$ cat config.mk
export PLATFORM = sky130hd
export DESIGN_NAME = cpu_clk_sched
export DESIGN_NICKNAME = d
export VERILOG_FILES = /design/src/rtl/cpu_clk_sched.sv
export SDC_FILE = /design/constraint.sdc
export NUM_CORES = 1
export LEC_CHECK = 0
export CELL_PAD_IN_SITES_DETAIL_PLACEMENT = 1
export CELL_PAD_IN_SITES_GLOBAL_PLACEMENT = 1
export CORE_ASPECT_RATIO = 1.4
export CORE_UTILIZATION = 34
export DETAILED_ROUTE_END_ITERATION = 16
export HOLD_SLACK_MARGIN = 0.15
export PLACE_DENSITY_LB_ADDON = 0.1
export SLEW_MARGIN = 40
export SYNTH_ARGS = -nofsm -noshare
export SYNTH_HDL_FRONTEND = slang
export SYNTH_SLANG_ARGS = --single-unit
$ cat constraint.sdc
create_clock -name clk -period 2.3 [get_ports clk]
set_input_delay 0.23 -clock clk [delete_from_list [all_inputs] [get_ports clk]]
set_output_delay 0.23 -clock clk [all_outputs]
set_load 0.005 [all_outputs]
$ cat src/rtl/cpu_clk_sched.sv
// rtl/cpu_clk_sched.sv - CPU clock-enable scheduler with run/stop/step sequencing and bus hold
// Optional pulse counter: define CPU_CLK_SCHED_CYCLE_COUNT_EN.
module cpu_clk_sched #(
    parameter int DIV_WIDTH   = 8,
    parameter int DEFAULT_DIV = 25
) (
    input  logic                 clk,
    input  logic                 rst,
    input  logic                 run,
    input  logic                 step_req,
    output logic                 step_ack,
    input  logic                 hold_req,
    input  logic                 div_load,
    input  logic [DIV_WIDTH-1:0] div_value,
    output logic                 cpu_ce,
    output logic                 running,
    output logic [31:0]          cycle_count
);

    typedef enum logic [1:0] {
        ST_STOPPED  = 2'd0,
        ST_RUNNING  = 2'd1,
        ST_STEPPING = 2'd2
    } state_t;

    state_t               state_q;
    logic [DIV_WIDTH-1:0] div_q;
    logic [DIV_WIDTH-1:0] cnt_q;
    logic                 cpu_ce_q;
    logic                 step_ack_q;
    logic                 running_q;

    logic active;
    logic term;
    logic tick;
    logic stop_now;

    always_comb begin
        active   = (state_q != ST_STOPPED);
        term     = (cnt_q == (div_q - DIV_WIDTH'(1)));
        // A divisor load restarts the phase, so it wins over a tick due this cycle.
        tick     = active && term && !hold_req && !div_load;
        stop_now = (state_q == ST_RUNNING) && !run;
    end

    always_ff @(posedge clk) begin
        if (rst) begin
            state_q    <= ST_STOPPED;
            div_q      <= DIV_WIDTH'(DEFAULT_DIV);
            cnt_q      <= '0;
            cpu_ce_q   <= 1'b0;
            step_ack_q <= 1'b0;
            running_q  <= 1'b0;
        end else begin
            cpu_ce_q   <= tick;
            step_ack_q <= tick && (state_q == ST_STEPPING);

            case (state_q)
                ST_STOPPED: begin
                    if (run) begin
                        state_q   <= ST_RUNNING;
                        running_q <= 1'b1;
                    end else if (step_req) begin
                        state_q <= ST_STEPPING;
                    end
                end
                ST_RUNNING: begin
                    if (!run) begin
                        state_q   <= ST_STOPPED;
                        running_q <= 1'b0;
                    end
                end
                ST_STEPPING: begin
                    if (tick) begin
                        state_q <= ST_STOPPED;
                    end
                end
                default: begin
                    state_q   <= ST_STOPPED;
                    running_q <= 1'b0;
                end
            endcase

            // A held terminal count parks at N-1 so the tick fires as soon as hold drops.
            if (div_load) begin
                div_q <= (div_value == '0) ? DIV_WIDTH'(1) : div_value;
                cnt_q <= '0;
            end else if (!active || stop_now || tick) begin
                cnt_q <= '0;
            end else if (!term) begin
                cnt_q <= cnt_q + DIV_WIDTH'(1);
            end
        end
    end

    assign cpu_ce   = cpu_ce_q;
    assign step_ack = step_ack_q;
    assign running  = running_q;

`ifdef CPU_CLK_SCHED_CYCLE_COUNT_EN
    logic [31:0] cycle_count_q;

    always_ff @(posedge clk) begin
        if (rst) begin
            cycle_count_q <= 32'd0;
        end else if (cpu_ce_q) begin
            cycle_count_q <= cycle_count_q + 32'd1;
        end
    end

    assign cycle_count = cycle_count_q;
`else
    assign cycle_count = 32'd0;
`endif

endmodule

==> impl_metrics.csv <==
group,metric,value,unit
setup_path,required,2.48,ns
clock_tree,cts_tree,"done",
setup_path,r2r_start,"div_q[0]",
floorplan,fp-row-count,28,
setup_path,path_delay_family,"simple AND/OR/NAND/NOR gates",
routing,ant_nets,0,
routing,wirelength,3450,um
layout,final_cell_mix,"conb_1 (32), dfxtp_1 (21), nor2_1 (17), clkdlybuf4s50_1 (16), inv_1 (11)",
global_route,grt_first_pass_wirelength,5490,um
placement,port_buffers,16,
clock_tree,clock-sinks,21,
setup_path,crit_slowest_cell,"dfxtp_1",
floorplan,initial_core_util,36.0,%
setup_path,critical_path_buf_inv_count,1,
power,ir_drop,0.000199,V
floorplan,die_h,81.6,um
sta,max_freq,479,MHz
floorplan,dieArea,0.00480,mm2
layout,drive_gt1_share,10.1,%
synthesis,synthArstFlopShare,0,%
sta,rsz0062_at_grt,"false",
synthesis,ys.flop_type,"dfxtp_1",
synthesis,yosysSeqAreaShare,27.3,%
placement,place_ws,0.118,ns
layout,final_common_cell,"conb_1",
placement,gp_congestion,0.814,
floorplan,io_pins,49,
flow_run,timing.max_cap.violations,0,
routing,vias,1252,
setup_path,r2r_cells,8,
synthesis,ys_warn_count,0,
power,leakage,0.653,nW
sta,finalCritPeriodShare,90.8,%
setup_path,crit_path_end_kind,"flip-flop",
setup_path,worst-path-stages,8,
sta,setup_ws,0.211,ns
worst_hold_path,hold_depth,1,
worst_hold_path,hp-class,"flip-flop to flip-flop",
routing,routed_via_density,4.83,
synthesis,synth_cell_type_count,57,
setup_path,slowest_delay,0.34,ns
global_route,overflow,0,
global_route,grt_pass1_vias,1198,
global_route,grt_max_degree,12,
sta,period_needed,2.09,ns
synthesis,syn_avg_cell_area,8.46,um2
layout,instances_no_fill,259,
setup_path,worstSetupPathType,"flip-flop to flip-flop",
sta,slew_violations,0,
global_route,grtUsageTotal,15.2,%
layout,multi_input_area,922,um2
synthesis,synthCells,182,
layout,synthToLayoutAreaGrowth,10.1,%
setup_path,crit_start,"div_q[0]",
setup_path,r2r_end,"cnt_q[5]",
global_route,antenna_found_initial,0,
synthesis,syn-cell-area,0.00154,mm2
sta,skew,0.00113,ns
sta,slew_headroom,60.9,%
floorplan,core,0.00427,mm2
layout,diodes,0,
routing,firstDrtPassIters,4,
setup_path,crit_end,"cnt_q[5]",
sta,setup_tns,0,ns
power,p_per_area,453,mW/mm2
setup_path,cp_cell_sequence,"inv_1 -> ha_2 -> nand2_1 -> or3_1 -> a31oi_2 -> or2_1 -> nand4_4 -> o221ai_1",
routing,drc,0,
synthesis,synth_edf_count,0,
clock_tree,cts_max_path_buffers,2,
clock_tree,clock_latency,0.26,ns
setup_path,reg2reg_slack,0.21,ns
floorplan,die_w,58.9,um
sta,finalHoldViolations,0,
outcome,outcome,"finished, final reports clean",
routing,drt_iter0_drc,31,
clock_tree,cts-buffers-inserted,3,
setup_path,start_kind,"flip-flop",
clock_tree,cts_root_buf,"clkbuf_8",
layout,fin_nets,216,
layout,fillers,561,
routing,wire_per_inst,13.3,um
placement,dp_cells,255,
setup_path,worstPathMaxFanout,10,
setup_path,critical_path_arrival,2.27,ns
clock_tree,clkTransAtPathRegs,0.08,ns
synthesis,ys_ff_latch,21,
clock_tree,holdBufCountCts,0,
placement,dp_hpwl,2860,um
clock_tree,h-tree-depth,1,
layout,final-seq-area,420,um2
sta,setup_viol,0,
sta,worst_slew_pin_slew,0.583,ns
## sequential cells by signal, summed over array words and instances (netlist names)
name	cells
cnt_q	8
cpu_ce	1
div_q	8
running	1
state_q	2
step_ack	1
## Yosys cell counts, drive strengths merged, types with 2 or more instances
library cell | n | area share, %
nand2b | 3 | 1.2
a31oi | 3 | 1.6
or2 | 2 | 0.81
nor3 | 4 | 1.6
xnor2 | 2 | 1.1
o221ai | 5 | 3.3
mux2i | 8 | 5.2
nand3 | 4 | 1.3
nand4 | 4 | 2.6
ha | 2 | 1.6
inv | 11 | 2.7
and3 | 2 | 0.81
xor2 | 4 | 2.3
dfxtp | 21 | 27
nor2 | 17 | 4.1
nor4 | 4 | 3.0
buf | 36 | 17
a21boi | 2 | 1.2
nand2 | 10 | 2.6
or3 | 3 | 1.2
a211oi | 2 | 1.3
a21oi | 3 | 1.2
o2bb2ai | 2 | 1.1
nor2b | 2 | 0.81
o21ai | 6 | 2.2
clkbuf | 2 | 0.57
o211ai | 4 | 2.0
## layout make-up
cell class | instances | area share, %
Clock buffer | 4 | 2.66
Inverter | 11 | 2.44
Multi-Input combinational cell | 143 | 54.4
Sequential cell | 21 | 24.8
Tap cell | 60 | 4.43
Timing Repair Buffer | 20 | 11.2
## cell families (layout without fill, tap and decap cells)
group                      after synthesis  in the layout  share of synthesized area, %
DFF                                     21             21                          27.3
and+or+nand+nor                         59             59                          22.2
buffers and inverters                   49             35                          20.5
AOI/OAI and AO/OA                       35             35                          18.9
xor gates and xnor gates                 6              6                          3.41
other                                    1             32                         0.244
adders and majority gates                3              3                          2.28
muxes                                    8              8                          5.20
## per-layer routing
metal / GRT usage (%) / vias up / share of wire, %
met5: 0 / - / 0
met4: 7.14 / 0 / 1.5
li1: - / 608 / -
met1: 16.3 / 610 / 40
met2: 29.0 / 30 / 55
met3: 1.42 / 4 / 3.6
## metrics by stage
step	cell area (um2)	utilization (%)	hold slack (ns)	total power, mW
detailed placement	1650	38.5	0.526	0.532
global placement	1650	38.5	0.515	0.528
CTS	1690	39.6	0.537	0.779
floorplan	1660	-	0.359	0.522
finish	1690	39.6	0.533	0.768
global route	1690	39.6	0.583	0.811
## where the power goes
part / switching [mW] / internal, mW / leakage [nW]
Clock: 0.120 / 0.123 / 0.0228
Combinational: 0.0716 / 0.0575 / 0.459
Sequential: 0.0187 / 0.376 / 0.172
## how the worst min path moves through the flow
stage / slack [ns] / from / to
floorplan: 0.36 / div_value[3] / div_q[3]
global placement: 0.51 / state_q[0] / step_ack
detailed placement: 0.53 / state_q[0] / step_ack
CTS: 0.54 / state_q[0] / step_ack
global route: 0.58 / state_q[1] / step_ack
finish: 0.53 / state_q[0] / step_ack
## what timing repair did
item	in CTS	in global routing
setup buffers	0	0
setup endpoints to repair	0	4
gates resized for setup	0	1
No activity file was read; power rests on OpenSTA's default activity.
